[src/rtl/seq_det_pkg.sv]
`default_nettype none
// ============================================================================
// Module      : seq_det_pkg
// Description : Shared constants and helpers for the programmable serial
//               pattern detector.
//               - DEFAULT_PAT : pattern loaded at reset (12 bits)
//               - PAT_W_MIN / PAT_W_MAX : supported pattern length range
//               - fill_width(): bits needed to count 0..pat_w accepted bits
// Revision    : 1.0 - initial release
// ============================================================================
package seq_det_pkg;

    localparam int                         DEFAULT_PAT_W = 12;
    localparam logic [DEFAULT_PAT_W-1:0]   DEFAULT_PAT   = 12'b1110_1101_1011;

    localparam int PAT_W_MIN = 2;
    localparam int PAT_W_MAX = 32;

    // Width of a counter that must represent every value 0..pat_w inclusive.
    function automatic int fill_width(input int pat_w);
        return $clog2(pat_w + 1);
    endfunction

endpackage
`default_nettype wire

[src/rtl/sat_counter.sv]
`default_nettype none
// ============================================================================
// Module      : sat_counter
// Description : Up counter that sticks at all ones. clr has priority over inc.
// Ports       : clk   - rising-edge clock
//               reset - asynchronous active-low reset (count -> 0)
//               clr   - synchronous clear
//               inc   - increment request (ignored when saturated)
//               count - current count
// Revision    : 1.0 - initial release
// ============================================================================
module sat_counter #(
    parameter int W = 8
) (
    input  logic         clk,
    input  logic         reset,
    input  logic         clr,
    input  logic         inc,
    output logic [W-1:0] count
);

    logic [W-1:0] count_q;

    always_ff @(posedge clk or negedge reset) begin
        if (!reset) begin
            count_q <= '0;
        end else if (clr) begin
            count_q <= '0;
        end else if (inc && (count_q != '1)) begin
            count_q <= count_q + W'(1);
        end
    end

    assign count = count_q;

endmodule
`default_nettype wire

[src/rtl/seq_detect_prog.sv]
`default_nettype none
// ============================================================================
// Module      : seq_detect_prog
// Description : Programmable serial pattern detector. Shifts valid-qualified
//               bits into a PAT_W history and compares it against a loadable
//               pattern with a per-bit care mask. Supports overlapping and
//               non-overlapping detection and counts matches (saturating).
// Ports       : clk       - rising-edge clock
//               reset     - asynchronous active-low reset
//               valid_i   - x_i carries a stream bit this cycle
//               x_i       - serial bit (first received lands at pattern MSB)
//               load_i    - latch pattern_i/care_i and restart detection
//               pattern_i - pattern to load
//               care_i    - 1 = compare bit, 0 = don't care
//               overlap_i - 1 = overlapping, 0 = non-overlapping detection
//               det_o     - registered one-cycle match pulse
//               count_o   - saturating match count
//               armed_o   - PAT_W bits accepted since the last restart
// Revision    : 1.0 - initial release
// ============================================================================
module seq_detect_prog
    import seq_det_pkg::*;
#(
    parameter int               PAT_W   = 12,
    parameter int               CNT_W   = 8,
    parameter logic [PAT_W-1:0] RST_PAT = PAT_W'(DEFAULT_PAT)
) (
    input  logic             clk,
    input  logic             reset,
    input  logic             valid_i,
    input  logic             x_i,
    input  logic             load_i,
    input  logic [PAT_W-1:0] pattern_i,
    input  logic [PAT_W-1:0] care_i,
    input  logic             overlap_i,
    output logic             det_o,
    output logic [CNT_W-1:0] count_o,
    output logic             armed_o
);

    localparam int             FW   = fill_width(PAT_W);
    localparam logic [FW-1:0]  FULL = FW'(PAT_W);

    logic [PAT_W-1:0] hist_q;
    logic [FW-1:0]    fill_q;
    logic [PAT_W-1:0] pat_q;
    logic [PAT_W-1:0] care_q;
    logic             det_q;

    logic [PAT_W-1:0] hist_n;
    logic [FW-1:0]    fill_n;
    logic             match;

    // Candidate next history/fill if the current bit is accepted; match only
    // once a full window of bits since the last restart is present.
    always_comb begin
        hist_n = {hist_q[PAT_W-2:0], x_i};
        fill_n = (fill_q == FULL) ? FULL : fill_q + FW'(1);
        match  = (fill_n == FULL) && (((hist_n ^ pat_q) & care_q) == '0);
    end

    always_ff @(posedge clk or negedge reset) begin
        if (!reset) begin
            hist_q <= '0;
            fill_q <= '0;
            pat_q  <= RST_PAT;
            care_q <= '1;
            det_q  <= 1'b0;
        end else if (load_i) begin
            hist_q <= '0;
            fill_q <= '0;
            pat_q  <= pattern_i;
            care_q <= care_i;
            det_q  <= 1'b0;
        end else if (valid_i) begin
            hist_q <= hist_n;
            det_q  <= match;
            // Non-overlapping: the matched bits are consumed, so the next
            // match needs a completely fresh window.
            if (match && !overlap_i) begin
                fill_q <= '0;
            end else begin
                fill_q <= fill_n;
            end
        end else begin
            det_q <= 1'b0;
        end
    end

    sat_counter #(
        .W (CNT_W)
    ) u_count (
        .clk   (clk),
        .reset (reset),
        .clr   (load_i),
        .inc   (valid_i && !load_i && match),
        .count (count_o)
    );

    assign det_o   = det_q;
    assign armed_o = (fill_q == FULL);

endmodule
`default_nettype wire

[config.mk]
export PLATFORM = sky130hd
export DESIGN_NAME = seq_detect_prog
export DESIGN_NICKNAME = d
export VERILOG_FILES = /design/src/rtl/seq_det_pkg.sv /design/src/rtl/sat_counter.sv /design/src/rtl/seq_detect_prog.sv
export SDC_FILE = /design/constraint.sdc
export NUM_CORES = 1
export LEC_CHECK = 0
export ABC_AREA = 1
export CAP_MARGIN = 20
export CORE_MARGIN = 4
export CORE_UTILIZATION = 56
export CTS_BUF_LIST = sky130_fd_sc_hd__clkbuf_16
export DETAILED_ROUTE_END_ITERATION = 6
export PLACE_DENSITY = 0.84
export SLEW_MARGIN = 20
export SYNTH_ARGS = -nofsm -noshare
export SYNTH_HDL_FRONTEND = slang
export SYNTH_SLANG_ARGS = --single-unit
[constraint.sdc]
create_clock -name clk -period 4.8 [get_ports clk]
set_input_delay 0.48 -clock clk [delete_from_list [all_inputs] [get_ports clk]]
set_output_delay 0.48 -clock clk [all_outputs]
set_load 0.02 [all_outputs]
==> metrics.txt, run 1 <==
Min-Delay Path Class=in -> async; largest family of logic cells by synthesized area=simple AND/OR/NAND/NOR gates; Area Growth Syn to Fin=25.4%; delay-heaviest family, CP=buffers and inverters; cell taking the most area after synthesis=dfrtp_1; final number of hold-violating endpoints=0; Slew Limit Fails=0; clk slew on worst S/H paths=0.07 ns; Inserted Diodes=0; first-pass GRT wire length=8.36 mm; worst path arrival time=1.77 ns; CP startpoint kind=flip-flop; Setup Viol. Count Final=0; Commonest cells post-synth=94 x nand2_1, 38 x inv_1, 27 x dfrtp_1, 25 x nand3_1, 21 x dfstp_2; FP Rows=23; Crit path required time=4.32 ns; largest net degree at the start of global routing=between 40 and 50; CTS root buffer=clkbuf_16; non-filler cells, final=368; # nets final=350; WS Path Type=reg -> out; Avg WL per Cell=between 10 and 15 µm; IO Pins=40; Async SR Flop Fraction=1.00; post-synthesis xor/xnor area fraction=0.0226; clock skew=0.00876 ns; post-synth top area share=0.290; clock latency on the worst-skew pair=~0.29 ns; #FFs+latches synth=48; Ys Warns=0; biggest cell delay along the critical path=0.59 ns; final WL=5.15 mm; min Tclk post-route=2.25 ns; mux share of post-synthesis cell area=0; via/cell ratio=approximately 5.3; Die X-Extent=between 70 and 80 µm; final core occ=0.729; Tcrit/Tclk final=0.469; Post-DRT Antenna Nets=0; peak supply drop=between 0.0002 and 0.00025 V; antenna violations before repair=0; Post-Synth Adder-Cell Area=0.0161; clk sinks=48; full die area=between 0.005 and 0.006 mm²; Synth Instances=278; post-synth cell types=21; Max Root-Sink Buffers=2; crit path cell chain=inv_1, ha_1, nand3_2, inv_1, clkdlybuf4s50_1; total grt overflow=0; Seq/Total Area, Yosys=0.528; Post-synth EDFFs=0; hold_ws=approximately 0.19 ns; drt first-iter violations=140; total power=928 µW; status=finished clean; placed cells=360; CP endpoint kind=output port; count leader, synth=nand2_1; Slowest cell on crit path=clkdlybuf4s50_1; DRT Pass-1 Iters=4; compound-gate portion of the synthesized area=0.0651; Slew headroom=0.604; port buffer count=39; top cells by area, synth=dfrtp_1 29%, dfstp_2 24%, nand2_1 15%; Die Y=72.4 µm; Slew @ Worst Pin=0.593 ns; Synth Cell Area=0.00233 mm²; Global Route Usage Sum=0.207; Leak=0.00143 µW; total number of vias=1939; Core ar.=0.00400 mm²; worst path bufs/invs=3; top_reg_cell synth=dfrtp_1; placer congestion estimate=around 0.76; Total Neg Setup Slack=0 ns; H-tree depth=2; worst-path maximum fanout=4; critical path's most frequent cell=inv_1; Synth Area in Simple Gates=0.293; RSZ-0062 raised after global routing=no; layout cells sized above 1=0.132; Max Cap Viol=0; # Post-CTS Setup Buffers=0; Post-CTS Resized=0; TritonCTS clock tree=yes; Num CTS Buffers=5; cts hold-fix bufs=0; Mean Syn Cell Area=approximately 8.4 µm²; residual DRC count=0; pwr dens=318 mW/mm²; vias in the first global route=1896; Detailed Place HPWL=3.34 mm; f_max=0.444 GHz; starting density of the core=0.581; Mapped Nets=between 300 and 400
==> power breakdown <==
part | leakage [µW] | total [µW] | internal, µW | switching (µW)
combinational | 0.000759 | 93.9 | 40.4 | 53.5
sequential | 0.000590 | 449 | 437 | 12.1
clock | 0.0000789 | 385 | 242 | 143
total | 0.00143 | 928 | 720 | 208
==> routing by layer <==
layer	track usage	part of all wire	wire, µm
met1	0.255	0.43	2200
met2	0.353	0.51	2630
met3	0.0540	0.050	255
met4	0.0697	0.012	61
met5	0	0	0
==> layout make-up <==
cell class | count | area [µm²]
Fill cell | 306 | 1080
Multi-Input combinational cell | 183 | 922
Tap cell | 50 | 62.6
Timing Repair Buffer | 40 | 395
Sequential cell | 48 | 1230
Clock buffer | 5 | 125
Inverter | 39 | 146
Clock inverter | 3 | 37.5
==> path summary, 6_finish.rpt <==
kind,start,end,slack [ns],cells past startpoint
setup / recovery,fill_q[0],armed_o,2.55,5
hold / removal,reset,u_count.count[7],0.19,1
setup reg to reg,fill_q[0],u_count.count[0],2.96,11
hold reg to reg,care_q[1],care_q[1],0.46,2
max in group asynchronous,reset,hist_q[10],4.19,1
min in group clk,care_q[1],care_q[1],0.46,2
==> through the flow <==
step | setup WS, ns | instance area, µm²
after floorplan | 3.21 | 2330
after global placement | 2.46 | 2750
after detailed placement | 2.38 | 2750
after CTS | 2.55 | 2910
after global routing | 2.45 | 2920
final | 2.55 | 2920
==> logic make-up after synthesis <==
kind of cell | after synthesis
simple gates | 147
compound gates | 27
flops | 48
buf+inv | 47
fa+ha+maj | 3
xor+xnor | 6
==> state kept, by name, indices dropped and copies added, names as in the netlist <==
name,cells
fill_q,4
u_count.count,8
hist_q,11
care_q,12
det_o,1
pat_q,12
==> cells in the final DEF (no fill, tap or decap), drive strengths merged <==
master	netlist	routed
dfrtp	27	27
buf	2	2
nand4	4	4
xnor2	1	1
inv	39	39
xor2	5	5
o22ai	13	13
clkinv	0	2
nand2	97	97
o21ai	14	14
bufinv	0	1
nor3	1	1
dfstp	21	21
nand3b	6	6
nand3	29	29
ha	3	3
clkbuf	6	5
nor2	10	10
clkdlybuf4s50	0	38
No activity file was read; power rests on OpenSTA's default activity.
==> inputs of run 2 (changes only) <==
--- a/config.mk
+++ b/config.mk
@@ -8,10 +8,10 @@
 export ABC_AREA = 1
 export CAP_MARGIN = 20
 export CORE_MARGIN = 4
-export CORE_UTILIZATION = 56
+export CORE_UTILIZATION = 52
 export CTS_BUF_LIST = sky130_fd_sc_hd__clkbuf_16
 export DETAILED_ROUTE_END_ITERATION = 6
-export PLACE_DENSITY = 0.84
+export PLACE_DENSITY = 0.79
 export SLEW_MARGIN = 20
 export SYNTH_ARGS = -nofsm -noshare
 export SYNTH_HDL_FRONTEND = slang
==> constraint.sdc (replaced) <==
create_clock -name clk -period 2.2 [get_ports clk]
set_input_delay 0.22 -clock clk [delete_from_list [all_inputs] [get_ports clk]]
set_output_delay 0.22 -clock clk [all_outputs]
set_load 0.02 [all_outputs]
==> run 2 against run 1 <==
Clock power rose by 88%. Global-route usage fell by 0.58 points. Worst setup slack got worse by 2.4 ns. Combinational power rose by 120%. Via count fell by 2.9%. Count of clock-buffer cells in the layout did not move. Design area rose by 0.43%. Utilization fell by 5.6 points. Wire length fell by 4.5%. Register-to-register slack got worse by 2.6 ns. Hold slack got worse by 0.13 ns. Power rose by 110%. Largest cell class unchanged. Largest power group unchanged. Highest routed layer unchanged.
==> metrics.txt, run 2 (synthesis gave the netlist of run 1 again) <==
FP Rows=24; TritonCTS clock tree=yes; Slowest cell on crit path=clkdlybuf4s50_1; starting density of the core=0.534; Setup Viol. Count Final=0; most frequent cells in the layout=94 x nand2_1, 40 x inv_1, 38 x clkdlybuf4s50_1; status=finished clean; # nets final=~360; worst path arrival time=1.81 ns; hold_ws=0.0552 ns; worst r2r src=fill_q[0]; Post-DRT Antenna Nets=0; Slew headroom=0.414; IO Pins=40; Num CTS Buffers=5; final WL=4.91 mm; Min-Delay Path Class=in -> async; clock skew=0.00616 ns; residual DRC count=0; Crit path required time=just under 2 ns; port buffer count=39; FF-to-FF End=u_count.count[3]; first-pass GRT wire length=around 8.5 mm; total number of vias=1883; final core occ=0.673; largest net degree at the start of global routing=41; peak supply drop=0.000444 V; FF-to-FF setup slack=0.32 ns; CP startpoint kind=flip-flop; biggest cell delay along the critical path=about 0.60 ns; Area Growth Syn to Fin=25.9%; placer congestion estimate=0.770; Tcrit/Tclk final=0.921; critical path's most frequent cell=inv_1; layout cells sized above 1=0.146; # Post-CTS Setup Buffers=0; Inserted Diodes=0; clk sinks=48; H-tree depth=2; WS Path Type=reg -> out; non-filler cells, final=375; Die Y=between 70 and 80 µm; Largest regs=care_q (12), pat_q (12), hist_q (11); Core ar.=roughly 0.0044 mm²; vias in the first global route=1901; RSZ-0062 raised after global routing=no; dpl ws=0.366 ns; f_max=approximately 0.5 GHz; Total Neg Setup Slack=0 ns; Post-CTS Resized=0; Max Cap Viol=0; final number of hold-violating endpoints=0; Leak=0.00145 µW; DRT Pass-1 Iters=4; total grt overflow=0; Slew @ Worst Pin=slightly below 0.9 ns; worst setup margin=0.174 ns; pwr dens=653 mW/mm²; Max Root-Sink Buffers=2; clock latency on the worst-skew pair=just under 0.3 ns; antenna violations before repair=0; cts hold-fix bufs=0; Detailed Place HPWL=approximately 3.4 mm; clk slew on worst S/H paths=0.06 ns; crit path cell chain=inv_1, ha_1, nand3_2, inv_1, clkdlybuf4s50_1; FF-to-FF path depth=11; worst-path maximum fanout=4; Slew Limit Fails=0; full die area=~0.0056 mm²; placed cells=approximately 370; Avg WL per Cell=13.1 µm; CTS root buffer=clkbuf_16; drt first-iter violations=115; Global Route Usage Sum=0.201; min Tclk post-route=slightly above 2 ns; Die X-Extent=74.9 µm; commonest non-fill, non-tap cell in the layout=nand2_1; fillers=354; via/cell ratio=between 5 and 6; CP endpoint kind=output port
==> run 2: cell count changes in the layout (fill, tap and decap cells not counted) <==
cell       previous run  this run
clkinv_2              0         1
bufinv_16             1         0
inv_1                38        40
buf_2                 0         1
clkinv_1              2         0
buf_4                 2         6
==> run 2: area by class of cell <==
class                   instances  area (µm²)  share of cell area
flip-flops and latches         48        1230               0.419
multi-input cells             183         922               0.315
repair buffers                 45         430               0.147
inverters                      39         146              0.0500
clock buffers                   5         125              0.0427
well taps                      52        65.1              0.0222
clock inverters                 3        12.5             0.00427
==> run 2: layer usage <==
| layer | share of wire | global-route usage | vias up | routed length [µm] |
|---|---|---|---|---|
| li1 | - | - | 969 | - |
| met2 | 0.48 | 0.336 | 36 | 2380 |
| met5 | 0 | 0 | - | 0 |
| met4 | 0.013 | 0.0613 | 0 | 66 |
| met1 | 0.45 | 0.259 | 871 | 2230 |
| met3 | 0.048 | 0.0494 | 7 | 234 |
==> run 2: how the worst max path moves through the flow <==
stage	start	endpoint	depth (start not counted)
2_1_floorplan	fill_q[0]	u_count.count[7]	11
3_3_place_gp	fill_q[0]	u_count.count[7]	11
3_5_place_dp	fill_q[0]	u_count.count[1]	10
4_1_cts	fill_q[0]	armed_o	5
5_1_grt	fill_q[0]	armed_o	5
6_report	fill_q[0]	armed_o	5
==> run 2: metrics by stage <==
stage          power, µW  cell area (µm²)
2_1_floorplan       1100             2330
3_3_place_gp        1200             2790
3_5_place_dp        1200             2790
4_1_cts             1930             2930
5_1_grt             1990             2930
6_report            1910             2930
==> run 2: worst max-delay path, delay by kind of cell, from the launching register on <==
kind | cells | cell delay, ns
fa+ha+maj | 1 | 0.19
buf+inv | 3 | 0.80
flops | 1 | 0.40
simple gates | 1 | 0.14
==> run 2: power by group <==
group	leakage (µW)	internal, µW	switching [µW]	total, µW
combinational	0.000781	93.5	116	210
sequential	0.000590	954	25.8	980
clock	0.0000762	411	312	723
